`config.mk`:
```
export PLATFORM = sky130hd
export DESIGN_NAME = uart_rx_oversample
export DESIGN_NICKNAME = d
export VERILOG_FILES = /design/src/rtl/uart_rx_oversample.sv
export SDC_FILE = /design/constraint.sdc
export NUM_CORES = 1
export LEC_CHECK = 0
export CAP_MARGIN = 15
export CORE_MARGIN = 3
export CORE_UTILIZATION = 58
export CTS_CLUSTER_SIZE = 12
export DETAILED_ROUTE_END_ITERATION = 6
export GPL_TIMING_DRIVEN = 1
export PLACE_DENSITY_LB_ADDON = 0.2
export SYNTH_ARGS = -nofsm -noshare
export SYNTH_HDL_FRONTEND = slang
export SYNTH_SLANG_ARGS = --single-unit
export TNS_END_PERCENT = 10
```
`constraint.sdc`:
```
create_clock -name clk -period 5.4 [get_ports clk]
set_input_delay 0.81 -clock clk [delete_from_list [all_inputs] [get_ports clk]]
set_output_delay 0.81 -clock clk [all_outputs]
set_load 0.01 [all_outputs]
```
`src/rtl/uart_rx_oversample.sv`:
```
// uart_rx_oversample: oversampling UART receiver (8N1 by default).
// Synchronises the raw line, rejects false starts, majority-votes three
// samples around each bit centre and flags framing errors and line breaks.
// Optional build macro: UART_RX_PARITY_EN adds one parity bit after the data.
module uart_rx_oversample #(
  parameter int DATA_BITS   = 8,
  parameter int OVERSAMPLE  = 16,
  parameter int SYNC_STAGES = 2,
  parameter int PARITY_ODD  = 0
) (
  input  logic                 clk,
  input  logic                 nReset,
  input  logic                 en,
  input  logic                 in,
  output logic [DATA_BITS-1:0] data,
  output logic                 done,
  output logic                 err,
  output logic                 perr,
  output logic                 busy
);

  localparam int TW = $clog2(OVERSAMPLE);
  localparam int BW = (DATA_BITS > 1) ? $clog2(DATA_BITS) : 1;
  localparam int M  = OVERSAMPLE / 2;

  // Tick positions of the three vote samples and the end of a bit period.
  localparam logic [TW-1:0] TC_S1   = TW'(M - 1);
  localparam logic [TW-1:0] TC_S2   = TW'(M);
  localparam logic [TW-1:0] TC_DEC  = TW'(M + 1);
  localparam logic [TW-1:0] TC_LAST = TW'(OVERSAMPLE - 1);
  localparam logic [BW-1:0] BIT_LAST = BW'(DATA_BITS - 1);

  typedef enum logic [2:0] {
    IDLE,
    START,
    DATA,
    PARITY,
    STOP,
    LINE_BREAK
  } state_t;

  state_t               state, stateNext;
  logic [TW-1:0]        tc, tcNext;
  logic [BW-1:0]        bitCnt, bitCntNext;
  logic [DATA_BITS-1:0] shiftReg, shiftNext, dataNext;
  logic [1:0]           voteQ, voteNext;
  logic [SYNC_STAGES-1:0] syncQ;
  logic                 doneNext, errNext, perrNext;
  logic                 s, vote, perrInt;

`ifdef UART_RX_PARITY_EN
  localparam logic PAR_SENSE = 1'(PARITY_ODD);
  logic parBit, parNext;
  // Parity error: received parity bit disagrees with the payload parity.
  assign perrInt = parBit ^ (^shiftReg) ^ PAR_SENSE;
`else
  logic unusedParity;
  assign unusedParity = 1'(PARITY_ODD);
  assign perrInt      = 1'b0;
`endif

  assign s    = syncQ[SYNC_STAGES-1];
  assign vote = (voteQ[0] & voteQ[1]) | (voteQ[0] & s) | (voteQ[1] & s);
  assign busy = (state != IDLE);

  // Input synchroniser; resets to the idle (high) line level.
  always_ff @(posedge clk) begin
    // NOTE: sequential state uses non-blocking assignments so every flop
    // samples the pre-edge value, independent of statement order.
    if (!nReset) syncQ <= '1;
    else         syncQ <= {syncQ[SYNC_STAGES-2:0], in};
  end

  // Control state and output strobes.
  always_ff @(posedge clk) begin
    if (!nReset) begin
      state  <= IDLE;
      tc     <= '0;
      bitCnt <= '0;
      data   <= '0;
      done   <= 1'b0;
      err    <= 1'b0;
      perr   <= 1'b0;
    end else begin
      state  <= stateNext;
      tc     <= tcNext;
      bitCnt <= bitCntNext;
      data   <= dataNext;
      done   <= doneNext;
      err    <= errNext;
      perr   <= perrNext;
    end
  end

  // Datapath registers: always written before being read within a frame.
  always_ff @(posedge clk) begin
    // NOTE: these flops carry no reset; their contents are overwritten
    // before any use, so a reset would only add load on nReset.
    shiftReg <= shiftNext;
    voteQ    <= voteNext;
`ifdef UART_RX_PARITY_EN
    parBit   <= parNext;
`endif
  end

  // Next-state, counter and strobe logic; everything advances only on en.
  always_comb begin
    // NOTE: every output of this block is given a default first so no path
    // leaves a signal unassigned, which would infer a latch.
    stateNext  = state;
    tcNext     = tc;
    bitCntNext = bitCnt;
    shiftNext  = shiftReg;
    voteNext   = voteQ;
    dataNext   = data;
    doneNext   = 1'b0;
    errNext    = 1'b0;
    perrNext   = 1'b0;
`ifdef UART_RX_PARITY_EN
    parNext    = parBit;
`endif
    if (en) begin
      tcNext = tc + 1'b1;
      if (tc == TC_S1) voteNext[0] = s;
      if (tc == TC_S2) voteNext[1] = s;
      case (state)
        IDLE: begin
          tcNext = '0;
          if (!s) begin
            stateNext = START;
            tcNext    = TW'(1);
          end
        end
        START: begin
          if (tc == TC_DEC && vote) begin
            stateNext = IDLE;
            tcNext    = '0;
          end else if (tc == TC_LAST) begin
            stateNext  = DATA;
            tcNext     = '0;
            bitCntNext = '0;
          end
        end
        DATA: begin
          if (tc == TC_DEC) shiftNext = {vote, shiftReg[DATA_BITS-1:1]};
          if (tc == TC_LAST) begin
            tcNext = '0;
            if (bitCnt == BIT_LAST) begin
`ifdef UART_RX_PARITY_EN
              stateNext = PARITY;
`else
              stateNext = STOP;
`endif
            end else begin
              bitCntNext = bitCnt + 1'b1;
            end
          end
        end
`ifdef UART_RX_PARITY_EN
        PARITY: begin
          if (tc == TC_DEC) parNext = vote;
          if (tc == TC_LAST) begin
            stateNext = STOP;
            tcNext    = '0;
          end
        end
`endif
        STOP: begin
          // The frame ends at the stop-bit decision so the next start bit
          // can be caught half a bit early.
          if (tc == TC_DEC) begin
            dataNext  = shiftReg;
            doneNext  = 1'b1;
            errNext   = !vote | perrInt;
            perrNext  = perrInt;
            stateNext = vote ? IDLE : LINE_BREAK;
            tcNext    = '0;
          end
        end
        LINE_BREAK: begin
          tcNext = '0;
          if (s) stateNext = IDLE;
        end
        default: begin
          stateNext = IDLE;
          tcNext    = '0;
        end
      endcase
    end
  end

endmodule
```
==> impl_metrics.ini, run 1 <==
[status]
status = completed

[routing]
dr.first_iter.drc_count = 27
dr.pass1.iters = 4
wl_per_cell_um = 14.7
vias = 1002
drcViolationCount = 0
via_per_inst = 5.69
drt_wl_total_um = 2580
drtAntennaViolNets = 0

[cells_and_area]
fillers = 174
instances_no_fill = 176
drive_gt1_share_pct = 10.8
syn2layout_area_growth_pct = 13.6
seqCellArea_um2 = 741
multi_input_area_um2 = 623
antenna_cells = 0
design_area_um2 = 1630
nets = 156

[timing]
setup_violations = 0
rsz0062_at_grt = false
period_minus_slack_ns = 2.44
post-route-period-util_pct = 45.1
tightest_slew_ns = 0.644
holdWs_ns = 0.429
finalSetupTns_ns = 0
fmax_mhz = 410
fin_worst_skew_ns = 0.00335
worst_slack_ns = 2.96
hold_viol_final = 0
slew_headroom_pct = 56.9
drv_slew = 0

[cts]
ctsHtreeMaxLevel = 2
cts_hold_buffers = 0
numCtsBuffers = 5
post_cts_resized = 0
clk_pin_slew_ns = 0.10
tritoncts = yes
clock_latency_ns = 0.33
cts.sinks = 32
root_buffer = clkbuf_4
post-cts-setup-buffers = 0
clockBufferDepth = 2

[critical_path]
required_ns = 4.59
end_kind = primary output
path_max_fanout = 9
timing.critical_path.from = state[0]$_SDFFE_PN0P_
timing.rr.start = bitCnt[0]$_SDFFE_PN0P_
setup.worst_path.class = reg -> out
crit_path_start_kind = register
critical_path_arrival_ns = 1.63

[place]
pre_cts_slack_ns = 2.66
dp_hpwl_um = 1780
io_buffers = 14
gp_congestion = 0.804
dpl_cell_area_um2 = 1550
place_inst = 168

[worst_hold_path]
holdCritPathClass = reg -> reg
hold_path.startpoint = syncQ[0]$_SDFF_PN1_

[synth]
ys_ff_latch = 32
synth-edff-count = 10
ys_seq_area_share_pct = 51.6
synth_area_leaders = dfxtp_1 (31%), edfxtp_1 (21%), mux2i_1 (7.0%), ha_1 (4.4%), nand2_1 (3.4%)
yosys-top-cells-count = dfxtp_1 (22), nand2_1 (13), nor2_1 (13)
ys.warnings.count = 0
synth.net_count = 142
yosysTopAreaCell = dfxtp_1
avgSynthCellArea_um2 = 10.8
synthFlopType = dfxtp_1
async_reset_ff_share_pct = 0
synth_cells = 133
syn-cell-area_um2 = 1440
yosysTopAreaCellShare_pct = 30.7
synth_most_common_cell = dfxtp_1
ys_types = 41

[die]
dieArea_um2 = 3110
die_h_um = 55.7
io_pins = 16
core_area_um2 = 2280
num_rows = 17
initial_core_util_pct = 63.1
die_x_um = 55.7

[global_route]
grt_max_degree = 20
antenna_found_initial = 0
grt_overflow = 0
first_global_vias = 977
grt_pass1_wl_um = 4370
grtUsageTotal_pct = 18.0

[power_and_ir_drop]
peakVddDrop_v = 0.000289
power.density_nw_per_um2 = 278
power_leakage_nw = 0.576

[run]
maxCapViolCount = 0
-- logic make-up (layout without fill, tap and decap cells) --
family                     Yosys count  in the layout  synth area share, %
adders and majority gates            6              6                 5.06
other                                1              1                0.261
and+or+nand+nor                     53             53                 20.4
AOI/OAI and AO/OA                   18             18                 9.50
DFF                                 32             32                 51.6
buffers and inverters               11             26                 4.97
muxes                               10             10                 6.97
xor gates and xnor gates             2              2                 1.22
-- flip-flops by register name, summed over array words and instances (netlist names) --
register,count
syncQ,2
tc,4
voteQ,2
err,1
state,3
bitCnt,3
data,8
done,1
shiftReg,8
-- critical path: stages (launching register included) --
cell and delay, ns:
dfxtp_1 0.50, nor2_1 0.12, nand2_1 0.12, clkdlybuf4s50_1 0.55
-- final timing paths --
check                            to  slack, ns  depth (start not counted)
max reg2reg  bitCnt[0]$_SDFFE_PN0P_       3.37                          7
min             syncQ[1]$_SDFF_PN1_       0.43                          1
min reg2reg     syncQ[1]$_SDFF_PN1_       0.43                          1
max                            busy       2.96                          3
-- cell type report --
type / instances / area share, %
Multi-Input combinational cell: 90 / 38.2
Sequential cell: 32 / 45.4
Tap cell: 28 / 2.15
Clock inverter: 2 / 2.15
Clock buffer: 6 / 2.53
Inverter: 4 / 0.921
Timing Repair Buffer: 14 / 8.60
-- per-stage QoR --
stage	utilization, %	total power [W]
final	71.6	0.000454
after global routing	71.6	0.000471
after CTS	71.6	0.000458
after detailed placement	68.3	0.000280
after global placement	68.3	0.000280
after floorplan	-	0.000276
-- layout by cell type, fill, tap and decap left out, types with 2 or more instances in the layout --
cell,instances
nor3_1,2
ha_1,5
nand2_1,13
nor3b_1,2
clkdlybuf4s50_1,14
nand4_1,2
a21oi_1,6
o32ai_1,2
xor2_1,2
nand3_1,4
edfxtp_1,10
mux2i_1,10
clkbuf_4,5
a311oi_1,2
and4b_1,2
nor2_1,13
inv_1,3
dfxtp_1,22
or2b_1,3
nand2b_1,3
-- metal layers --
layer  global-route usage [%]  vias to the layer above  part of all wire, %
li1                         -                      506                    -
met1                     21.0                      469                   44
met2                     28.7                       20                   49
met3                     7.66                        7                  5.1
met4                     7.99                        0                  2.1
met5                        0                        -                    0
-- power breakdown --
group          internal (W)  switching, W
clock             0.0000970     0.0000815
sequential         0.000248    0.00000308
combinational     0.0000105     0.0000133
total              0.000356     0.0000978
Power figures use the tool's default switching activity.
==> run 2: changes to the inputs <==
--- a/config.mk
+++ b/config.mk
@@ -7,7 +7,7 @@
 export LEC_CHECK = 0
 export CAP_MARGIN = 15
 export CORE_MARGIN = 3
-export CORE_UTILIZATION = 58
+export CORE_UTILIZATION = 54
 export CTS_CLUSTER_SIZE = 12
 export DETAILED_ROUTE_END_ITERATION = 6
 export GPL_TIMING_DRIVEN = 1
==> constraint.sdc (replaced) <==
create_clock -name clk -period 2.4 [get_ports clk]
set_input_delay 0.36 -clock clk [delete_from_list [all_inputs] [get_ports clk]]
set_output_delay 0.36 -clock clk [all_outputs]
set_load 0.01 [all_outputs]
==> impl_metrics.ini, run 2 (synthesized netlist as in run 1, its figures left out) <==
[die]
dieArea_um2 = 3310
die_x_um = 57.6
die_h_um = 57.6
core_area_um2 = 2500
num_rows = 18
io_pins = 16
initial_core_util_pct = 57.4

[timing]
rsz0062_at_grt = false
fmax_mhz = 500
drv_slew = 0
slew_headroom_pct = 65.0
period_minus_slack_ns = 2.00
worst_slack_ns = 0.402
hold_viol_final = 0
tightest_slew_ns = 0.524
post-route-period-util_pct = 83.3
fin_worst_skew_ns = 0.00745
finalSetupTns_ns = 0
setup_violations = 0
holdWs_ns = 0.418

[status]
status = completed

[cts]
cts_hold_buffers = 0
post-cts-setup-buffers = 0
clockBufferDepth = 2
ctsHtreeMaxLevel = 2
tritoncts = yes
post_cts_resized = 0
cts.sinks = 32
root_buffer = clkbuf_4
clk_pin_slew_ns = 0.09
numCtsBuffers = 5
clock_latency_ns = 0.32

[cells_and_area]
fillers = 198
layout_commonest_cell = dfxtp_1
syn2layout_area_growth_pct = 14.0
top_regs = data x8, shiftReg x8, tc x4
antenna_cells = 0
final_cell_mix = dfxtp_1 (22), clkdlybuf4s50_1 (14), nor2_1 (13), nand2_1 (13)
drive_gt1_share_pct = 12.5
nets = 160
design_area_um2 = 1640

[global_route]
grt_max_degree = 12
first_global_vias = 1101
antenna_found_initial = 0
grt_overflow = 0
grt_pass1_wl_um = 4640
grtUsageTotal_pct = 18.3

[critical_path]
required_ns = 2.66
end_kind = register
timing.critical_path.from = tc[0]$_SDFFE_PN0P_
critical_path_arrival_ns = 2.25
crit_path_start_kind = register
timing.rr.start = tc[0]$_SDFFE_PN0P_
crit_end = bitCnt[0]$_SDFFE_PN0P_
r2r_cells = 6
path_max_fanout = 6
r2r_slack_ns = 0.40
setup.worst_path.class = reg -> reg
r2r_end = bitCnt[0]$_SDFFE_PN0P_

[run]
maxCapViolCount = 0

[routing]
wl_per_cell_um = 14.9
vias = 1051
drtAntennaViolNets = 0
dr.first_iter.drc_count = 26
drcViolationCount = 0
via_per_inst = 5.77
dr.pass1.iters = 4
drt_wl_total_um = 2710

[place]
gp_congestion = 0.886
dpl_cell_area_um2 = 1590
pre_cts_slack_ns = 0.338
io_buffers = 14
dp_hpwl_um = 2010

[power_and_ir_drop]
power_leakage_nw = 0.583
power.total_w = 0.000907
power.density_nw_per_um2 = 554
peakVddDrop_v = 0.000454

[worst_hold_path]
holdCritPathClass = reg -> reg
[run 2: changes by cell type in the layout (fill, tap and decap cells not counted), sizes merged]
cell    before  now
buf          0    4
bufinv       1    0
clkbuf       6    7
[run 2: worst min-delay path by stage]
stage | startpoint | cells after the start | slack [ns] | to
2_1_floorplan | syncQ[0]$_SDFF_PN1_ | 1 | 0.39 | syncQ[1]$_SDFF_PN1_
3_3_place_gp | syncQ[0]$_SDFF_PN1_ | 1 | 0.39 | syncQ[1]$_SDFF_PN1_
3_5_place_dp | syncQ[0]$_SDFF_PN1_ | 1 | 0.40 | syncQ[1]$_SDFF_PN1_
4_1_cts | syncQ[0]$_SDFF_PN1_ | 1 | 0.43 | syncQ[1]$_SDFF_PN1_
5_1_grt | syncQ[0]$_SDFF_PN1_ | 1 | 0.44 | syncQ[1]$_SDFF_PN1_
6_report | syncQ[0]$_SDFF_PN1_ | 1 | 0.42 | syncQ[1]$_SDFF_PN1_
[run 2: stage by stage]
| step | instances | utilization [%] |
|---|---|---|
| floorplan | 133 | - |
| global placement | 174 | 63.5 |
| detailed placement | 174 | 63.5 |
| CTS | 182 | 65.5 |
| global route | 182 | 65.5 |
| finish | 182 | 65.5 |
[run 2: layer usage]
layer / global-route usage [%] / share of wire (%) / vias up
met3: 5.66 / 3.7 / 5
met4: 8.28 / 1.6 / 0
li1: - / - / 516
met1: 20.5 / 46 / 517
met5: 0 / 0 / -
met2: 31.8 / 49 / 13
[run 2: power by group]
part | switching, W | total, W | internal, W
Clock | 0.000169 | 0.000284 | 0.000114
Combinational | 0.0000315 | 0.0000584 | 0.0000269
Sequential | 0.00000702 | 0.000565 | 0.000558
[run 2: cell type report]
type	count	area, um^2	area share (%)
flip-flops and latches	32	741	45.3
multi-input cells	90	623	38.1
repair buffers	18	170	10.4
clock buffers	7	45.0	2.75
well taps	30	37.5	2.29
inverters	4	15.0	0.917
clock inverters	1	5.00	0.306
[run 2: critical path, stage by stage (launching register included)]
cell     delay [ns]
dfxtp_1        0.43
ha_1           0.24
nand3_1        0.17
nor3b_1        0.39
nand2_1        0.16
or3_2          0.43
a21oi_1        0.12
==> run 3: changes to the inputs <==
==> constraint.sdc (replaced) <==
create_clock -name clk -period 1.94 [get_ports clk]
set_input_delay 0.291 -clock clk [delete_from_list [all_inputs] [get_ports clk]]
set_output_delay 0.291 -clock clk [all_outputs]
set_load 0.01 [all_outputs]
==> impl_metrics.ini, run 3 (synthesized netlist as in run 1, its figures left out) <==
[place]
dpl_cell_area_um2 = 1630
dp_hpwl_um = 2010
gp_congestion = 0.979
io_buffers = 14

[routing]
drtAntennaViolNets = 0
dr.pass1.iters = 4
vias = 1046
drcViolationCount = 0
drt_wl_total_um = 2790
wl_per_cell_um = 14.8
via_per_inst = 5.56
dr.first_iter.drc_count = 11

[timing]
hold_viol_final = 0
post-route-period-util_pct = 96.9
setup_violations = 0
period_minus_slack_ns = 1.88
fin_worst_skew_ns = 0.0113
drv_slew = 0
finalSetupTns_ns = 0
fmax_mhz = 532

[die]
initial_core_util_pct = 57.4
die_h_um = 57.6
die_x_um = 57.6
dieArea_um2 = 3310
core_area_um2 = 2500
num_rows = 18
io_pins = 16

[cells_and_area]
antenna_cells = 0
fillers = 203
syn2layout_area_growth_pct = 20.9
final_cell_mix = dfxtp_1 (19), clkdlybuf4s50_1 (14), nor2_1 (13), nand2_1 (13)
layout_commonest_cell = dfxtp_1
drive_gt1_share_pct = 20.3
top_regs = data x8, shiftReg x8, tc x4
design_area_um2 = 1740
nets = 166

[cts]
ctsHtreeMaxLevel = 2
cts.sinks = 32
clock_latency_ns = 0.34
clockBufferDepth = 2
numCtsBuffers = 5
root_buffer = clkbuf_4
tritoncts = yes
clk_pin_slew_ns = 0.09

[power_and_ir_drop]
power.density_nw_per_um2 = 740
peakVddDrop_v = 0.000730
power.total_w = 0.00128
power_leakage_nw = 0.632

[critical_path]
end_kind = register
setup.worst_path.class = reg -> reg
required_ns = 2.20
crit_path_start_kind = register
path_max_fanout = 7
critical_path_arrival_ns = 2.14

[run]
maxCapViolCount = 0

[global_route]
grt_overflow = 0
antenna_found_initial = 0
grt_max_degree = 20
first_global_vias = 1061
grtUsageTotal_pct = 19.1
grt_pass1_wl_um = 4750

[status]
status = completed

[worst_hold_path]
holdCritPathClass = reg -> reg
-- run 3: changes by cell type in the layout (fill, tap and decap cells not counted), moves of 2 or more --
cell	change
clkbuf_1	-2
dfxtp_1	-3
dfxtp_2	+3
buf_4	+6
-- run 3: layout make-up --
cell class	instances	area, um^2	area share, %
Multi-Input combinational cell	90	643	37.1
Timing Repair Buffer	24	215	12.4
Clock inverter	3	42.5	2.45
Inverter	4	15.0	0.865
Tap cell	30	37.5	2.16
Sequential cell	32	744	42.9
Clock buffer	5	37.5	2.16
-- run 3: per-layer routing --
metal / routed length, um / track usage (%)
met2: 1410 / 31.5
met3: 111 / 6.56
met4: 53 / 8.61
met5: 0 / 0
met1: 1220 / 22.3
-- run 3: worst max-delay path: stages, from the launching register on --
cell and delay, ns:
dfxtp_1 0.38, ha_1 0.25, nand3_1 0.19, and3_2 0.24, a2bb2oi_4 0.08, or4b_1 0.51
a31oi_1 0.17
-- run 3: power breakdown --
| part | internal [W] | switching, W |
|---|---|---|
| clock network | 0.000269 | 0.000237 |
| registers | 0.000691 | 0.00000774 |
| logic | 0.0000386 | 0.0000415 |
| total | 0.000999 | 0.000286 |
-- run 3: what timing repair did --
action / CTS / global route
endpoints found under the hold margin: 0 / 0
gates resized for setup: 0 / 7
setup endpoints to repair: 0 / 3
setup buffers: 0 / 0
hold buffers: 0 / 0
-- run 3: path summary, 6_finish.rpt --
kind                        from                  end  slack [ns]  cells past startpoint
max           tc[0]$_SDFFE_PN0P_   tc[3]$_SDFFE_PN0P_        0.06                      6
max reg2reg   tc[0]$_SDFFE_PN0P_   tc[3]$_SDFFE_PN0P_        0.06                      6
min          syncQ[0]$_SDFF_PN1_  syncQ[1]$_SDFF_PN1_        0.42                      1
min reg2reg  syncQ[0]$_SDFF_PN1_  syncQ[1]$_SDFF_PN1_        0.42                      1
-- run 3: stage by stage --
stage                     hold WS (ns)  util [%]  std cells  setup slack [ns]
after floorplan                  0.386         -        133             0.117
after global placement           0.389      65.3        180            0.0962
after detailed placement         0.398      65.3        180            0.0881
after CTS                        0.421      68.5        188            0.0275
after global routing             0.451      69.4        188           -0.0109
final                            0.416      69.4        188            0.0593
